--- src/rtl/mem_copy_initiator_pkg.sv ---
// Shared types and constants for the memory-copy initiator.
// Holds the FSM encoding, default window base/depth and word size.
package mem_copy_initiator_pkg;

    typedef enum logic [2:0] {
        S_IDLE    = 3'd0,
        S_READ    = 3'd1,
        S_CAPTURE = 3'd2,
        S_WRITE   = 3'd3,
        S_DONE    = 3'd4
    } state_t;

    localparam logic [31:0] DEF_BASE_ADDR = 32'h10001000;
    localparam int          DEF_DEPTH     = 16;
    localparam int          WORD_BYTES    = 4;

endpackage

--- src/rtl/mem_copy_initiator_if.sv ---
// Word-wide memory bus between the copy initiator and data memory.
// master drives address/data/strobes, slave returns read data.
interface mem_copy_initiator_if;

    logic [31:0] address;
    logic [31:0] write_data;
    logic [31:0] read_data;
    logic        mem_read;
    logic        mem_write;

    modport master (
        output address,
        output write_data,
        output mem_read,
        output mem_write,
        input  read_data
    );

    modport slave (
        input  address,
        input  write_data,
        input  mem_read,
        input  mem_write,
        output read_data
    );

endinterface

--- src/rtl/mem_copy_initiator.sv ---
// Word-by-word memory copy engine: READ, CAPTURE, WRITE per word.
// Optional running checksum of written words under COPY_CHECKSUM_EN.
module mem_copy_initiator
    import mem_copy_initiator_pkg::*;
#(
    parameter logic [31:0] BASE_ADDR = DEF_BASE_ADDR,
    parameter int          DEPTH     = DEF_DEPTH
) (
    input  logic         clk,
    input  logic         reset,
    input  logic         start,
    input  logic [31:0]  src_addr,
    input  logic [31:0]  dst_addr,
    input  logic [4:0]   word_count,
    output logic         busy,
    output logic         done,
    output logic         error,
`ifdef COPY_CHECKSUM_EN
    output logic [31:0]  checksum,
`endif
    mem_copy_initiator_if.master bus
);

    state_t      state;
    logic [31:0] src;
    logic [31:0] dst;
    logic [4:0]  cnt;
    logic [31:0] data;

    // True when [a, a + 4n) is not inside the memory window.
    function automatic logic range_bad(logic [31:0] a, logic [4:0] n);
        logic [32:0] diff;
        logic [32:0] end_w;
        diff  = {1'b0, a} - {1'b0, BASE_ADDR};
        end_w = {3'b0, diff[31:2]} + {28'b0, n};
        return diff[32] || (end_w > 33'(DEPTH));
    endfunction

    logic param_err;

    assign param_err = (|src_addr[1:0]) || (|dst_addr[1:0])
                    || (word_count > 5'd16)
                    || range_bad(src_addr, word_count)
                    || range_bad(dst_addr, word_count);

    // Copy sequencer; every output is registered alongside the state.
    always_ff @(posedge clk) begin
        if (reset) begin
            state          <= S_IDLE;
            src            <= '0;
            dst            <= '0;
            cnt            <= '0;
            data           <= '0;
            busy           <= 1'b0;
            done           <= 1'b0;
            error          <= 1'b0;
            bus.address    <= '0;
            bus.write_data <= '0;
            bus.mem_read   <= 1'b0;
            bus.mem_write  <= 1'b0;
`ifdef COPY_CHECKSUM_EN
            checksum       <= '0;
`endif
        end else begin
            unique case (state)
                S_IDLE: begin
                    if (start) begin
                        src   <= src_addr;
                        dst   <= dst_addr;
                        cnt   <= word_count;
                        error <= param_err;
`ifdef COPY_CHECKSUM_EN
                        checksum <= '0;
`endif
                        if (param_err || word_count == 5'd0) begin
                            state <= S_DONE;
                            done  <= 1'b1;
                        end else begin
                            state        <= S_READ;
                            busy         <= 1'b1;
                            bus.mem_read <= 1'b1;
                            bus.address  <= src_addr;
                        end
                    end
                end
                S_READ: begin
                    state        <= S_CAPTURE;
                    bus.mem_read <= 1'b0;
                end
                S_CAPTURE: begin
                    state          <= S_WRITE;
                    data           <= bus.read_data;
                    bus.write_data <= bus.read_data;
                    bus.address    <= dst;
                    bus.mem_write  <= 1'b1;
                end
                S_WRITE: begin
                    bus.mem_write <= 1'b0;
                    src           <= src + 32'(WORD_BYTES);
                    dst           <= dst + 32'(WORD_BYTES);
                    cnt           <= cnt - 5'd1;
`ifdef COPY_CHECKSUM_EN
                    checksum      <= checksum + data;
`endif
                    if (cnt == 5'd1) begin
                        state <= S_DONE;
                        busy  <= 1'b0;
                        done  <= 1'b1;
                    end else begin
                        state        <= S_READ;
                        bus.mem_read <= 1'b1;
                        bus.address  <= src + 32'(WORD_BYTES);
                    end
                end
                S_DONE: begin
                    state <= S_IDLE;
                    done  <= 1'b0;
                end
                default: begin
                    state <= S_IDLE;
                end
            endcase
        end
    end

endmodule
--- src/flat_wrapper.sv ---
// flat-port wrapper written by rule: the top's interface ports become plain ports
module mem_copy_initiator_flat import mem_copy_initiator_pkg::*;
#(
    parameter logic [31:0] BASE_ADDR = DEF_BASE_ADDR,
    parameter int          DEPTH     = DEF_DEPTH
)
  (clk, reset, start, src_addr, dst_addr, word_count, busy, done, error, bus_address, bus_write_data, bus_mem_read, bus_mem_write, bus_read_data);
  mem_copy_initiator_if bus_i ();
  input  logic clk;
  input  logic reset;
  input  logic start;
  input  logic [31:0] src_addr;
  input  logic [31:0] dst_addr;
  input  logic [4:0] word_count;
  output logic busy;
  output logic done;
  output logic error;
  output wire logic [$bits(bus_i.address)-1:0] bus_address;
  output wire logic [$bits(bus_i.write_data)-1:0] bus_write_data;
  output wire logic [$bits(bus_i.mem_read)-1:0] bus_mem_read;
  output wire logic [$bits(bus_i.mem_write)-1:0] bus_mem_write;
  input wire logic [$bits(bus_i.read_data)-1:0] bus_read_data;
  assign bus_address = bus_i.address;
  assign bus_write_data = bus_i.write_data;
  assign bus_mem_read = bus_i.mem_read;
  assign bus_mem_write = bus_i.mem_write;
  assign bus_i.read_data = bus_read_data;
  mem_copy_initiator #(.BASE_ADDR(BASE_ADDR), .DEPTH(DEPTH)) u_core (.clk(clk), .reset(reset), .start(start), .src_addr(src_addr), .dst_addr(dst_addr), .word_count(word_count), .busy(busy), .done(done), .error(error), .bus(bus_i));
endmodule
--- config.mk ---
export PLATFORM = sky130hd
export DESIGN_NAME = mem_copy_initiator_flat
export DESIGN_NICKNAME = d
export VERILOG_FILES = /design/src/rtl/mem_copy_initiator_pkg.sv /design/src/rtl/mem_copy_initiator_if.sv /design/src/rtl/mem_copy_initiator.sv /design/src/flat_wrapper.sv
export SDC_FILE = /design/constraint.sdc
export NUM_CORES = 1
export LEC_CHECK = 0
export ABC_AREA = 0
export ABC_CLOCK_PERIOD_IN_PS = 6990
export CAP_MARGIN = 25
export CELL_PAD_IN_SITES_DETAIL_PLACEMENT = 0
export CELL_PAD_IN_SITES_GLOBAL_PLACEMENT = 1
export CORE_ASPECT_RATIO = 1.1
export CORE_MARGIN = 1
export CORE_UTILIZATION = 40
export DETAILED_ROUTE_END_ITERATION = 12
export GPL_TIMING_DRIVEN = 1
export HOLD_SLACK_MARGIN = 0.15
export PLACE_DENSITY = 0.94
export SYNTH_ARGS = -nofsm -noshare
export SYNTH_HDL_FRONTEND = slang
export SYNTH_SLANG_ARGS = --single-unit
--- constraint.sdc ---
create_clock -name clk -period 6.99 [get_ports clk]
set_clock_uncertainty 0.05 [all_clocks]
set_input_delay 1.7475 -clock clk [delete_from_list [all_inputs] [get_ports clk]]
set_output_delay 1.7475 -clock clk [all_outputs]
set_load 0.02 [all_outputs]
## Yosys cells after proc, flatten, opt, wreduce, memory -nomap -nowiden

Cells that the tools add are included.

| word-level totals | value |
|---|---|
| flip-flop bits (word level) | 141 |
| latch bits | 0 |
| RAM bits | 0 |
| ROM bits | 0 |
| output and inout bits | 69 |
| word-level logic and storage cells | 78 |
| memories | 0 |

| operators by class | value |
|---|---|
| $add $sub $neg | 7 |
| multipliers | 0 |
| divide/modulo/power cells | 0 |
| magnitude comparators | 3 |
| eq/ne operators | 10 |
| shift-type cells | 0 |
| multiplexer cells | 25 |
| bitwise gates (word level) | 0 |
| reductions and logical operators | 22 |

Operator list:

| cell | number |
|---|---|
| 32-bit two-way mux | 5 |
| 32-bit one-hot mux with 2 select lines | 2 |
| 32-bit one-hot mux with 3 select lines | 1 |
| 33-bit by 5-bit greater-than comparator with 1-bit output, second input constant | 2 |
| 32-bit by 29-bit subtractor with 33-bit output, second input constant | 2 |
| 32-bit by 3-bit adder with 32-bit output, second input constant | 2 |
| 30-bit by 5-bit adder with 31-bit output | 2 |
| 4-bit AND reduction | 4 |
| 3-bit one-hot mux with 4 select lines | 1 |
| 5-bit one-hot mux with 2 select lines | 1 |
| 3-bit two-way mux | 3 |
| 3-bit nonzero test | 3 |
| 1-bit logical OR | 7 |
| 1-bit two-way mux | 7 |
| 3-bit by 2-bit equality test with 1-bit output, second input constant | 2 |
| 2-bit inequality test, second input constant | 3 |
| 1-bit one-hot mux with 3 select lines | 2 |
| 5-bit by 1-bit equality test with 1-bit output, second input constant | 1 |
| 5-bit greater-than comparator, second input constant | 1 |
| 5-bit logical NOT | 1 |
| 5-bit two-way mux | 1 |
| 5-bit by 1-bit subtractor with 5-bit output, second input constant | 1 |
| 2-bit by 1-bit inequality test with 1-bit output, second input constant | 2 |
| 1-bit one-hot mux with 2 select lines | 2 |
| 6 further kinds | 9 |

## Depth between registers and ports, before layout

| depth | value |
|---|---|
| word-level depth | 10 |
| mapped depth | 18 |
| depth with buffers taken out | 14 |

## Least setup slack after synthesis

Ideal clock, no wire load.

| timing path | value |
|---|---|
| kind | input -> register |
| start point | input src_addr[12] |
| end point | register u_core.bus.address[13] |
| setup time | 89 ps |
| data arrival time | 5831 ps |
| data required time | 6851 ps |
| path slack | 1021 ps |
| stages | 16 |
| buffers on the path | 4 |
| cells stage by stage | clkbuf_1 -> inv_1 -> ha_1 -> clkbuf_1 -> nor4b_1 -> nand2_1 -> o41ai_2 -> nand4b_1 -> or4_1 -> a211o_1 -> nor4_4 -> a41o_1 -> buf_6 -> buf_12 -> a21oi_2 -> a311oi_2 |

| between the ends | value |
|---|---|
| longest elaborated chain between the ends | 9 |

Ends and longest elaborated chain:

| element | line | source |
|---|---|---|
| from (decl) | flat_wrapper.sv:12 | `input logic [31:0] src_addr;` |
| 32-bit by 29-bit subtractor with 33-bit output (*) | mem_copy_initiator.sv:34 | `diff = {1'b0, a} - {1'b0, BASE_ADDR};` |
| 30-bit by 5-bit adder with 31-bit output | mem_copy_initiator.sv:35 | `end_w = {3'b0, diff[31:2]} + {28'b0, n};` |
| 33-bit by 5-bit greater-than comparator with 1-bit output | mem_copy_initiator.sv:36 | `return diff[32] \|\| (end_w > 33'(DEPTH));` |
| 1-bit logical OR (*) | mem_copy_initiator.sv:36 |  |
| 1-bit logical OR (*) | mem_copy_initiator.sv:43 | `\|\| range_bad(src_addr, word_count)` |
| 1-bit logical OR (*) | mem_copy_initiator.sv:44 | `\|\| range_bad(dst_addr, word_count);` |
| 1-bit logical OR (*) | mem_copy_initiator.sv:75 | `if (param_err \|\| word_count == 5'd0) begin` |
| 2-bit inequality test (no source line) (*) | -- |  |
| 4-bit AND reduction (no source line) (*) | -- |  |
| to (signal assigned) | mem_copy_initiator.sv:82 | `bus.address <= src_addr;` |
| to (signal assigned) | mem_copy_initiator.sv:94 | `bus.address <= dst;` |
| to (signal assigned) | mem_copy_initiator.sv:112 | `bus.address <= src + 32'(WORD_BYTES);` |
| to (decl) | mem_copy_initiator_if.sv:12 | `output address,` |

Mark *: on every way between the ends. The rest lies on a longest branch, timed or not.
A chain may end at the register's enable or synchronous reset.

## Worst setup path after layout

| timing path | value |
|---|---|
| start point | input src_addr[13] |
| end point | register u_core.bus.address[2] |

Same word-level chain as after synthesis.

==> tab_implementation.tex <==
\begin{tabular}{lr}
\hline
Metric & Value \\
\hline
\multicolumn{2}{l}{\textbf{Run status}} \\
Result of the run & completed \\
\multicolumn{2}{l}{\textbf{Route}} \\
Final WL & 36690 um \\
Drt wl/cell & 19.28 um \\
Detailed-router iteration count before antenna repair & 8 \\
DRT antenna net count & 0 \\
Detail-routed via count per cell & 6.078 \\
DRC viols & 0 \\
Number of DRC violations after detailed-routing iteration 0 & 1031 \\
Overall via count from detail\_route & 11570 \\
\multicolumn{2}{l}{\textbf{Synth}} \\
Dominant cell type by area after synthesis & sky130\_fd\_sc\_hd\_\_dfxtp\_1 \\
Sequential element share of the synthesized area & 26.77\% \\
Synthesized netlist cell count & 1432 \\
Number of unique standard cell types used by synthesis & 78 \\
Post-synthesis cell area & 10540 um\^{}2 \\
Top FF cell, synth & sky130\_fd\_sc\_hd\_\_dfxtp\_1 \\
Average cell area after synthesis & 7.363 um\^{}2 \\
Leading post-synthesis cells by cell area & sky130\_fd\_sc\_hd\_\_dfxtp\_1 27\%, sky130\_fd\_sc\_hd\_\_a21oi\_1 6.8\%, sky130\_fd\_sc\_hd\_\_nand2\_1 6.1\% \\
Yosys Warn Count & 0 \\
EDFF count, synth & 0 \\
FFs w/ async S/R, synth & 0\% \\
Commonest cells post-synth & 172 x sky130\_fd\_sc\_hd\_\_nand2\_1, 159 x sky130\_fd\_sc\_hd\_\_nor2\_1, 143 x sky130\_fd\_sc\_hd\_\_a21oi\_1 \\
Post-synthesis sequential element count & 141 \\
Most frequent cell after synthesis & sky130\_fd\_sc\_hd\_\_nand2\_1 \\
Number of nets produced by synthesis & 1554 \\
Top cell type's share of synthesized area & 26.77\% \\
\multicolumn{2}{l}{\textbf{Clock network}} \\
Clock-pin transition on the worst setup and hold timing paths & 80 ps \\
Clock latency of the later-clocked register in the worst-skew pair & 430 ps \\
Library cell used as clock root buffer & sky130\_fd\_sc\_hd\_\_clkbuf\_16 \\
Clock tree buffer depth & 2 \\
Clock tree sinks & 141 \\
Hold\_buf cts & 0 \\
CTS tree & done \\
Number of H-tree levels & 4 \\
Number of gates resized after cts & 0 \\
Number of buffers inserted to repair setup after CTS & 0 \\
CTS buffer count & 17 \\
\multicolumn{2}{l}{\textbf{Floorplan}} \\
Area inside the core boundary & 25570 um\^{}2 \\
Rows & 61 \\
Number of placed I/O pins & 173 \\
Die width & 156.8 um \\
Initial Utilization & 41.24\% \\
Overall die height & 172.3 um \\
Full die area & 27010 um\^{}2 \\
\multicolumn{2}{l}{\textbf{Worst setup path}} \\
Startpoint Class & primary input \\
CP peak stage delay & 720 ps \\
Critical path required time & 7280 ps \\
CP max-delay cell & sky130\_fd\_sc\_hd\_\_or4b\_2 \\
Cell chain of the critical path & clkdlybuf4s50\_1, inv\_1, ha\_1, or4b\_2, nor2\_1, nand2\_1, a211oi\_1, and4\_1, nor4\_1, or4\_1, nor4\_4, a41o\_2, buf\_4, a21oi\_1, a311oi\_1 \\
R2R setup slack & 3260 ps \\
Startpoint-to-endpoint class of the critical path & in2reg \\
Worst EP arrival & 6670 ps \\
Peak fanout along the critical path & 18 \\
Worst setup EP type & register \\
Buffers and inverters on the worst path & 3 \\
Crit-path leading delay family & simple AND/OR/NAND/NOR gates \\
\multicolumn{2}{l}{\textbf{STA}} \\
Fin Setup TNS & 0 ps \\
Final cycle utilization of the critical path & 91.38\% \\
Finish-stage setup viols & 0 \\
Unrepaired setup endpoints after global routing & no \\
Time the worst path needs with I/O delays and setup & 6387 ps \\
Headroom to the max-slew limit & 44.97\% \\
Slew @ Worst Pin & 825.4 ps \\
Hold Vio Cnt, Final & 0 \\
Achievable Freq & 156.6 MHz \\
Max-slew violations & 0 \\
\multicolumn{2}{l}{\textbf{Finish}} \\
Final net count & 1666 \\
Antenna diode instance count & 0 \\
Layout Area Growth over Synthesis & 24.55\% \\
Finished Core Util & 51.36\% \\
Fraction of layout cells with a size suffix above 1 & 9.056\% \\
\multicolumn{2}{l}{\textbf{Power}} \\
Maximum vdd ir drop & 0.1477 mV \\
Power per Cell Area & 166.7 nW/um\^{}2 \\
Leakage power & 4.263 nW \\
\multicolumn{2}{l}{\textbf{GRT}} \\
GRT Resource Usage Total & 27.39\% \\
First-pass GRT wire length & 58420 um \\
Initial antenna violation count & 0 \\
Via count of the first global-routing pass & 10830 \\
Congestion Overflow GR & 0 \\
Pin count of the biggest net entering global routing & 69 \\
\multicolumn{2}{l}{\textbf{Placed design}} \\
Final Wtd Congestion & 0.9439 \\
Placed wire-length estimate & 26660 um \\
\# port buffers & 172 \\
\multicolumn{2}{l}{\textbf{Job}} \\
\# Max-Cap Violations & 0 \\
\multicolumn{2}{l}{\textbf{Min path}} \\
Hold Crit Class & reg2reg \\
\hline
\end{tabular}
[cells by family (layout without fill, tap and decap cells)]
kind of cell / count (synthesis) / count (layout) / share of synthesized area (%)
adders and majority gates: 18 / 18 / 2.278
AOI/OAI and AO/OA: 444 / 444 / 29.93
DFF: 141 / 141 / 26.77
buffers and inverters: 141 / 266 / 5.601
and+or+nand+nor: 602 / 602 / 28.10
muxes: 14 / 14 / 1.341
xor gates and xnor gates: 72 / 72 / 5.981
[metrics by stage]
step / area [um^2] / total power [mW] / hold slack (ps) / instances / setup WS [ps]
floorplan: 10540 / 1.091 / 381.2 / 1432 / 1021
global placement: 12520 / 1.248 / 387.7 / 1871 / 404.3
detailed placement: 12520 / 1.253 / 396.8 / 1871 / 196.6
CTS: 13130 / 2.193 / 406.7 / 1903 / 639.1
global route: 13130 / 2.275 / 422.0 / 1903 / 270.7
finish: 13130 / 2.189 / 404.8 / 1903 / 602.9
[worst min-delay path, cell delays in order (launching register included)]
cell and delay [ps]:
sky130_fd_sc_hd__dfxtp_1 310, sky130_fd_sc_hd__nand2_1 50, sky130_fd_sc_hd__a21oi_1 50
[per-layer routing]
| metal | wire length, um | vias to the layer above | share of wire [%] | track usage (%) |
|---|---|---|---|---|
| met5 | 0 | - | 0 | 0 |
| met4 | 1647 | 0 | 4.5 | 13.21 |
| met3 | 2197 | 100 | 6.0 | 4.511 |
| met2 | 17470 | 459 | 48 | 46.32 |
| met1 | 15370 | 5475 | 42 | 33.71 |
| li1 | - | 5532 | - | - |
[cells in the final DEF (no fill, tap or decap), types with 13 or more instances in the layout]
cell                              instances
sky130_fd_sc_hd__a211oi_1                43
sky130_fd_sc_hd__a31oi_1                 14
sky130_fd_sc_hd__nand2_1                171
sky130_fd_sc_hd__nand4_1                 17
sky130_fd_sc_hd__xnor2_1                 46
sky130_fd_sc_hd__clkbuf_16               17
sky130_fd_sc_hd__clkdlybuf4s50_1        171
sky130_fd_sc_hd__a222oi_1                14
sky130_fd_sc_hd__nor2_1                 158
sky130_fd_sc_hd__a311oi_2                20
sky130_fd_sc_hd__nor3_1                  51
sky130_fd_sc_hd__a21oi_1                143
sky130_fd_sc_hd__ha_1                    16
sky130_fd_sc_hd__o21ai_0                 64
sky130_fd_sc_hd__xor2_1                  26
sky130_fd_sc_hd__inv_1                   23
sky130_fd_sc_hd__nand3_1                 36
sky130_fd_sc_hd__dfxtp_1                140
sky130_fd_sc_hd__nor4_1                  21
sky130_fd_sc_hd__and3_1                  33
sky130_fd_sc_hd__or3_1                   14
sky130_fd_sc_hd__a21oi_2                 20
sky130_fd_sc_hd__a221oi_1                21
sky130_fd_sc_hd__mux2i_1                 13
sky130_fd_sc_hd__buf_4                   39
sky130_fd_sc_hd__nor2b_1                 13
[power by group]
| part | switching, mW | internal (mW) |
|---|---|---|
| combinational | 0.215 | 0.161 |
| clock | 0.458 | 0.489 |
| sequential | 0.0378 | 0.829 |
[path summary, 6_finish.rpt]
check,from,depth (start not counted),to
worst max register to register,u_core.src[2],12,u_core.bus.address[30]
worst min register to register,u_core.bus.write_data[16],2,u_core.bus.write_data[16]
worst min-delay path,u_core.bus.write_data[16],2,u_core.bus.write_data[16]
worst max-delay path,src_addr[13],15,u_core.bus.address[2]
[registers in the layout (all words and copies together), names as in the netlist]
name,cells
u_core.busy,1
u_core.state,3
u_core.bus.write_data,32
u_core.cnt,5
u_core.src,32
u_core.error,1
u_core.dst,32
u_core.bus.mem_read,1
u_core.bus.address,32
u_core.done,1
u_core.bus.mem_write,1
[layout make-up]
type                    instances  area (um^2)
clock buffers                  17        425.4
clock inverters                15        187.7
fillers                      2490        12440
inverters                      23        86.33
multi-input cells            1150         7152
flip-flops and latches        141         2824
well taps                     346        432.9
repair buffers                211         2024
Note: power is estimated with default switching activity, not from simulation.
